==> src/rtl/gpu_instruction_fifo_if.sv <==
// Decoder/draw-engine bundle for the instruction FIFO: push side with field inputs,
// show-ahead head outputs, pop/ready and status flags.
`ifndef WIDTH_BITS
`define WIDTH_BITS 10
`endif
`ifndef HEIGHT_BITS
`define HEIGHT_BITS 9
`endif
`ifndef CHANNEL_BITS
`define CHANNEL_BITS 8
`endif

interface gpu_instruction_fifo_if #(
    parameter int unsigned PTR_BITS = 3
);
    logic                     push_i;
    logic [3:0]               opcode_i;
    logic [`WIDTH_BITS-1:0]   x1_i;
    logic [`HEIGHT_BITS-1:0]  y1_i;
    logic [`WIDTH_BITS-1:0]   x2_i;
    logic [`HEIGHT_BITS-1:0]  y2_i;
    logic [`WIDTH_BITS-1:0]   rad_i;
    logic [2:0]               oct_i;
    logic [`CHANNEL_BITS-1:0] r_i;
    logic [`CHANNEL_BITS-1:0] g_i;
    logic [`CHANNEL_BITS-1:0] b_i;
    logic                     pop_i;
    logic                     clear_overflow_i;

    logic                     valid_o;
    logic [3:0]               opcode_o;
    logic [`WIDTH_BITS-1:0]   x1_o;
    logic [`HEIGHT_BITS-1:0]  y1_o;
    logic [`WIDTH_BITS-1:0]   x2_o;
    logic [`HEIGHT_BITS-1:0]  y2_o;
    logic [`WIDTH_BITS-1:0]   rad_o;
    logic [2:0]               oct_o;
    logic [`CHANNEL_BITS-1:0] r_o;
    logic [`CHANNEL_BITS-1:0] g_o;
    logic [`CHANNEL_BITS-1:0] b_o;
    logic                     full_o;
    logic                     empty_o;
    logic [PTR_BITS:0]        count_o;
    logic                     overflow_o;

    modport slave (
        input  push_i, opcode_i, x1_i, y1_i, x2_i, y2_i, rad_i, oct_i, r_i, g_i, b_i,
        input  pop_i, clear_overflow_i,
        output valid_o, opcode_o, x1_o, y1_o, x2_o, y2_o, rad_o, oct_o, r_o, g_o, b_o,
        output full_o, empty_o, count_o, overflow_o
    );

    modport master (
        output push_i, opcode_i, x1_i, y1_i, x2_i, y2_i, rad_i, oct_i, r_i, g_i, b_i,
        output pop_i, clear_overflow_i,
        input  valid_o, opcode_o, x1_o, y1_o, x2_o, y2_o, rad_o, oct_o, r_o, g_o, b_o,
        input  full_o, empty_o, count_o, overflow_o
    );
endinterface

==> src/rtl/gpu_instruction_fifo.sv <==
// Show-ahead FIFO of packed draw instructions between the GPU decoder and the draw engine,
// with full/empty/count status and a sticky overflow flag for dropped pushes.
`ifndef WIDTH_BITS
`define WIDTH_BITS 10
`endif
`ifndef HEIGHT_BITS
`define HEIGHT_BITS 9
`endif
`ifndef CHANNEL_BITS
`define CHANNEL_BITS 8
`endif

module gpu_instruction_fifo #(
    parameter int unsigned DEPTH    = 8,
    parameter int unsigned PTR_BITS = 3
) (
    input logic                   clk,
    input logic                   n_rst,
    gpu_instruction_fifo_if.slave bus
);
    typedef struct packed {
        logic [3:0]               opcode;
        logic [`WIDTH_BITS-1:0]   x1;
        logic [`HEIGHT_BITS-1:0]  y1;
        logic [`WIDTH_BITS-1:0]   x2;
        logic [`HEIGHT_BITS-1:0]  y2;
        logic [`WIDTH_BITS-1:0]   rad;
        logic [2:0]               oct;
        logic [`CHANNEL_BITS-1:0] r;
        logic [`CHANNEL_BITS-1:0] g;
        logic [`CHANNEL_BITS-1:0] b;
    } entry_t;

    localparam logic [PTR_BITS:0] FullCount = (PTR_BITS + 1)'(DEPTH);
    localparam logic [PTR_BITS-1:0] PtrOne  = PTR_BITS'(1);

    entry_t              mem_q [DEPTH];
    logic [PTR_BITS-1:0] rd_ptr_q, rd_ptr_d;
    logic [PTR_BITS-1:0] wr_ptr_q, wr_ptr_d;
    logic [PTR_BITS:0]   count_q, count_d;
    logic                overflow_q, overflow_d;

    logic   full, empty, valid;
    logic   do_push, do_pop, drop;
    entry_t wr_entry, head;

    assign full  = (count_q == FullCount);
    assign empty = (count_q == '0);
    assign valid = ~empty;

    // A push into a full FIFO is only safe when the head leaves on the same edge.
    assign do_pop  = valid & bus.pop_i;
    assign do_push = bus.push_i & (~full | bus.pop_i);
    assign drop    = bus.push_i & full & ~bus.pop_i;

    assign wr_entry = '{opcode: bus.opcode_i, x1: bus.x1_i, y1: bus.y1_i, x2: bus.x2_i,
                        y2: bus.y2_i, rad: bus.rad_i, oct: bus.oct_i, r: bus.r_i,
                        g: bus.g_i, b: bus.b_i};

    always_comb begin
        rd_ptr_d   = rd_ptr_q;
        wr_ptr_d   = wr_ptr_q;
        count_d    = count_q;
        overflow_d = overflow_q;
        if (do_pop) rd_ptr_d = rd_ptr_q + PtrOne;
        if (do_push) wr_ptr_d = wr_ptr_q + PtrOne;
        unique case ({do_push, do_pop})
            2'b10:   count_d = count_q + 1'b1;
            2'b01:   count_d = count_q - 1'b1;
            default: count_d = count_q;
        endcase
        // Set beats clear when both happen on the same edge.
        if (drop) overflow_d = 1'b1;
        else if (bus.clear_overflow_i) overflow_d = 1'b0;
    end

    always_ff @(posedge clk or negedge n_rst) begin
        if (!n_rst) begin
            rd_ptr_q   <= '0;
            wr_ptr_q   <= '0;
            count_q    <= '0;
            overflow_q <= 1'b0;
        end else begin
            rd_ptr_q   <= rd_ptr_d;
            wr_ptr_q   <= wr_ptr_d;
            count_q    <= count_d;
            overflow_q <= overflow_d;
        end
    end

    always_ff @(posedge clk) begin
        if (do_push) mem_q[wr_ptr_q] <= wr_entry;
    end

    assign head = valid ? mem_q[rd_ptr_q] : '0;

    assign bus.valid_o    = valid;
    assign bus.opcode_o   = head.opcode;
    assign bus.x1_o       = head.x1;
    assign bus.y1_o       = head.y1;
    assign bus.x2_o       = head.x2;
    assign bus.y2_o       = head.y2;
    assign bus.rad_o      = head.rad;
    assign bus.oct_o      = head.oct;
    assign bus.r_o        = head.r;
    assign bus.g_o        = head.g;
    assign bus.b_o        = head.b;
    assign bus.full_o     = full;
    assign bus.empty_o    = empty;
    assign bus.count_o    = count_q;
    assign bus.overflow_o = overflow_q;
endmodule

==> src/flat_wrapper.sv <==
// flat-port wrapper written by rule: the top's interface ports become plain ports
module gpu_instruction_fifo_flat 
#(
    parameter int unsigned DEPTH    = 8,
    parameter int unsigned PTR_BITS = 3
)
  (clk, n_rst, bus_push_i, bus_opcode_i, bus_x1_i, bus_y1_i, bus_x2_i, bus_y2_i, bus_rad_i, bus_oct_i, bus_r_i, bus_g_i, bus_b_i, bus_pop_i, bus_clear_overflow_i, bus_valid_o, bus_opcode_o, bus_x1_o, bus_y1_o, bus_x2_o, bus_y2_o, bus_rad_o, bus_oct_o, bus_r_o, bus_g_o, bus_b_o, bus_full_o, bus_empty_o, bus_count_o, bus_overflow_o);
  gpu_instruction_fifo_if #(.PTR_BITS(PTR_BITS)) bus_i ();
  input logic clk;
  input logic n_rst;
  input wire logic [$bits(bus_i.push_i)-1:0] bus_push_i;
  input wire logic [$bits(bus_i.opcode_i)-1:0] bus_opcode_i;
  input wire logic [$bits(bus_i.x1_i)-1:0] bus_x1_i;
  input wire logic [$bits(bus_i.y1_i)-1:0] bus_y1_i;
  input wire logic [$bits(bus_i.x2_i)-1:0] bus_x2_i;
  input wire logic [$bits(bus_i.y2_i)-1:0] bus_y2_i;
  input wire logic [$bits(bus_i.rad_i)-1:0] bus_rad_i;
  input wire logic [$bits(bus_i.oct_i)-1:0] bus_oct_i;
  input wire logic [$bits(bus_i.r_i)-1:0] bus_r_i;
  input wire logic [$bits(bus_i.g_i)-1:0] bus_g_i;
  input wire logic [$bits(bus_i.b_i)-1:0] bus_b_i;
  input wire logic [$bits(bus_i.pop_i)-1:0] bus_pop_i;
  input wire logic [$bits(bus_i.clear_overflow_i)-1:0] bus_clear_overflow_i;
  output wire logic [$bits(bus_i.valid_o)-1:0] bus_valid_o;
  output wire logic [$bits(bus_i.opcode_o)-1:0] bus_opcode_o;
  output wire logic [$bits(bus_i.x1_o)-1:0] bus_x1_o;
  output wire logic [$bits(bus_i.y1_o)-1:0] bus_y1_o;
  output wire logic [$bits(bus_i.x2_o)-1:0] bus_x2_o;
  output wire logic [$bits(bus_i.y2_o)-1:0] bus_y2_o;
  output wire logic [$bits(bus_i.rad_o)-1:0] bus_rad_o;
  output wire logic [$bits(bus_i.oct_o)-1:0] bus_oct_o;
  output wire logic [$bits(bus_i.r_o)-1:0] bus_r_o;
  output wire logic [$bits(bus_i.g_o)-1:0] bus_g_o;
  output wire logic [$bits(bus_i.b_o)-1:0] bus_b_o;
  output wire logic [$bits(bus_i.full_o)-1:0] bus_full_o;
  output wire logic [$bits(bus_i.empty_o)-1:0] bus_empty_o;
  output wire logic [$bits(bus_i.count_o)-1:0] bus_count_o;
  output wire logic [$bits(bus_i.overflow_o)-1:0] bus_overflow_o;
  assign bus_i.push_i = bus_push_i;
  assign bus_i.opcode_i = bus_opcode_i;
  assign bus_i.x1_i = bus_x1_i;
  assign bus_i.y1_i = bus_y1_i;
  assign bus_i.x2_i = bus_x2_i;
  assign bus_i.y2_i = bus_y2_i;
  assign bus_i.rad_i = bus_rad_i;
  assign bus_i.oct_i = bus_oct_i;
  assign bus_i.r_i = bus_r_i;
  assign bus_i.g_i = bus_g_i;
  assign bus_i.b_i = bus_b_i;
  assign bus_i.pop_i = bus_pop_i;
  assign bus_i.clear_overflow_i = bus_clear_overflow_i;
  assign bus_valid_o = bus_i.valid_o;
  assign bus_opcode_o = bus_i.opcode_o;
  assign bus_x1_o = bus_i.x1_o;
  assign bus_y1_o = bus_i.y1_o;
  assign bus_x2_o = bus_i.x2_o;
  assign bus_y2_o = bus_i.y2_o;
  assign bus_rad_o = bus_i.rad_o;
  assign bus_oct_o = bus_i.oct_o;
  assign bus_r_o = bus_i.r_o;
  assign bus_g_o = bus_i.g_o;
  assign bus_b_o = bus_i.b_o;
  assign bus_full_o = bus_i.full_o;
  assign bus_empty_o = bus_i.empty_o;
  assign bus_count_o = bus_i.count_o;
  assign bus_overflow_o = bus_i.overflow_o;
  gpu_instruction_fifo #(.DEPTH(DEPTH), .PTR_BITS(PTR_BITS)) u_core (.clk(clk), .n_rst(n_rst), .bus(bus_i));
endmodule
==> config.mk <==
export PLATFORM = sky130hd
export DESIGN_NAME = gpu_instruction_fifo_flat
export DESIGN_NICKNAME = d
export VERILOG_FILES = /design/src/rtl/gpu_instruction_fifo_if.sv /design/src/rtl/gpu_instruction_fifo.sv /design/src/flat_wrapper.sv
export SDC_FILE = /design/constraint.sdc
export NUM_CORES = 1
export LEC_CHECK = 0
export ABC_AREA = 0
export BUFFER_PORTS_ARGS = -buffer_cell sky130_fd_sc_hd__clkbuf_2
export CAP_MARGIN = 20
export CORE_MARGIN = 5
export CORE_UTILIZATION = 60
export CTS_CLUSTER_DIAMETER = 60
export CTS_CLUSTER_SIZE = 30
export DETAILED_ROUTE_END_ITERATION = 6
export PLACE_DENSITY = 0.78
export SYNTH_ARGS = -nofsm -noshare
export SYNTH_HDL_FRONTEND = slang
export SYNTH_SLANG_ARGS = --single-unit
==> constraint.sdc <==
create_clock -name clk -period 10.6 [get_ports clk]
set_clock_uncertainty 0.05 [all_clocks]
set_input_delay 0.53 -clock clk [delete_from_list [all_inputs] [get_ports clk]]
set_output_delay 0.53 -clock clk [all_outputs]
set_load 0.05 [all_outputs]
==> metrics <==
Yosys Warn Count=0; CP required=10020 ps; CP arrival=4180 ps; cell taking the most area after synthesis=edfxtp_1; Routed WL per cell=27.2 um; met3 usage=3.70%; CP max stage cell=buf_4; Iteration-0 DRC Markers=1073; Core Region=39800 um^2; crit path time final=4760 ps; port buffer count=170; crit path max fanout=49; post-synthesis simple-gate area fraction=0.647%; top post-synthesis cells by area=edfxtp_1 (79%), mux4_2 (15%), a22o_1 (2.9%); share of the synthesized area in the top cell type=78.5%; kind of critical path=register to output pin; Synth Area in Adders=0.259%; Yosys reg bits=643; CP bufs+invs=3; HPWL Detailed=25.9 mm; P_sw=0.00320 W; Max Root-Sink Buffers=3; layout cell share with drive strength beyond 1=36.2%; Post-Synth XOR/XNOR Area=0.254%; postcts setup bufs=0; Combinational Power Share=39.0%; final wirelength=47.1 mm; fmax=210 MHz; EDFF count, synth=632; gpl congestion=0.736; post-synthesis compound-gate area fraction=3.16%; Core Util, Final=68.0%; clk slew on worst S/H paths=80 ps; Initial Utilization=60.7%; routed via count=10900; first drt pass iteration count=5; Startpoint Class=register; crit share post-route=44.9%; CTS Hold Bufs=1; Fillers=2507; largest net degree at the start of global routing=65; largest family of logic cells by synthesized area=multiplexers; Die ar.=44400 um^2; Post-Syn Nets=1083; RSZ-0062 raised after global routing=no; most used cell, CP=buf_4; met2 GRT Util=36.0%; Post-Syn Instances=994; Slew HR=31.2%; Yosys cell types=36; top_reg_cell synth=edfxtp_1; Worst setup EP type=output pin; Leakage Power=8.87 nW; initial antenna violation count=2; htree depth=2; grt met1 use=30.2%; Reg power frac=40.4%; clock root cell=clkbuf_16; mux share of post-synthesis cell area=14.9%; Max Cap Viol=0; Global Route Usage Sum=21.4%; P per Cell Area=307 nW/um^2; Die Height=211 um; Sw Share=38.5%; antenna viol nets, final=0; grt ovf=0; Worst Hold Class=input port to register; first-pass GRT wire length=71.1 mm; Final Max Slew Viols=0; drt drc=0; Setup Viol. Count Final=0; CTS tree=done; area grow syn2layout=12.1%; die width=211 um; Worst IR Drop VDD=0.226 mV; final hold vios=0; register area share after synthesis=79.7%; CP top delay family=buffers and inverters; vias in the first global route=11500; CP Cell Sequence=buf_4 -> buf_4 -> mux4_2 -> a22o_1 -> clkbuf_2; synthesized area=24200 um^2; setup TNS=0 ps; post-CTS resize count=0; clock share of power=20.6%; slowest stage delay, CP=840 ps; Synth Area per Inst=24.3 um^2; total CTS buffers=38; status=finished clean; num rows=73; I/O pins=171; Slew @ Worst Pin=1030 ps; clock latency on the worst-skew pair=570 ps; Internal=0.00512 W; Top Usage Layer GRT=met2; Nets=1262; clock sinks=643; vias per cell=6.32; Async SR Flop Fraction=1.71%
flip-flops by register name, indices dropped and copies added, names as in the netlist:
register / cells
u_core.bus.overflow_o: 1
u_core.wr_ptr_q: 3
u_core.rd_ptr_q: 3
u_core.mem_q: 632
u_core.bus.count_o: 4
path summary, 6_finish.rpt:
kind	from	endpoint	slack, ps	cells past startpoint
hold / removal	bus_clear_overflow_i	u_core.bus.overflow_o$_DFFE_PN0P_	150	2
setup reg to reg	u_core.bus.count_o[2]$_DFFE_PN0P_	u_core.bus.count_o[3]$_DFFE_PN0P_	7310	6
setup / recovery	u_core.rd_ptr_q[0]$_DFFE_PN0P_	bus_y2_o[5]	5840	5
hold reg to reg	u_core.rd_ptr_q[2]$_DFFE_PN0P_	u_core.rd_ptr_q[2]$_DFFE_PN0P_	510	1
min in group asynchronous	n_rst	u_core.rd_ptr_q[0]$_DFFE_PN0P_	350	2
max in group asynchronous	n_rst	u_core.rd_ptr_q[1]$_DFFE_PN0P_	9910	2
cell families after synthesis:
logic type	count (synthesis)
DFF	643
muxes	162
AOI/OAI and AO/OA	89
buffers and inverters	61
and+or+nand+nor	27
xor gates and xnor gates	7
adders and majority gates	5
metrics by stage:
step	instance area [um^2]	cells	setup WS (ps)	power [W]	hold WS [ps]
floorplan	24200	994	1120	0.00593	184
CTS	27100	1728	5680	0.00842	121
finish	27100	1730	5840	0.00832	154
global route	27100	1730	5420	0.00867	152
detailed placement	25700	1657	6320	0.00671	376
global placement	25700	1657	6340	0.00667	372
area by class of cell:
type	count	area [um^2]	share of cell area, %
diodes	2	5.00	0.0185
repair buffers	195	1040	3.84
well taps	525	657	2.42
clock buffers	43	1030	3.81
clock inverters	27	372	1.37
flip-flops and latches	643	19300	71.1
multi-input cells	290	4700	17.4
inverters	5	18.8	0.0693
cell usage in the layout (no fill, tap or decap), drive strengths merged, types with 2 or more instances in the layout:
cell type	instances
and2	2
a22o	79
nand2b	3
ha	5
mux4	158
mux2	3
o211ai	2
edfxtp	632
buf	24
nor2	5
or4	2
dfrtp	11
nand2	2
inv	19
bufinv	4
clkinv	6
nor3	5
diode	2
xnor2	6
o21ai	2
clkbuf	213
clkinvlp	3
synth_stat cells, types with 2 or more instances:
cell	instances
edfxtp_1	632
clkbuf_1	37
or4_1	2
nand2b_1	3
buf_2	16
nor2_1	5
nand2_1	2
o211ai_1	2
dfrtp_1	11
mux2_2	3
a22o_1	79
buf_6	3
mux4_2	158
xnor2_1	6
nor3_1	5
inv_1	5
ha_1	5
and2_1	2
power groups by stage:
| stage | combinational (W) | clock (W) | sequential (W) |
|---|---|---|---|
| 2_1_floorplan | 0.00254 | 0 | 0.00340 |
| 3_3_place_gp | 0.00328 | 0 | 0.00339 |
| 3_5_place_dp | 0.00329 | 0 | 0.00342 |
| 4_1_cts | 0.00331 | 0.00175 | 0.00337 |
| 5_1_grt | 0.00342 | 0.00185 | 0.00339 |
| 6_report | 0.00325 | 0.00171 | 0.00336 |
layer usage:
layer  vias up  part of all wire (%)
met2       424                    52
met1      5811                    40
met5         -                     0
met3        47                   6.6
li1       4658                     -
met4         0                   1.6
Power figures use the tool's default switching activity.
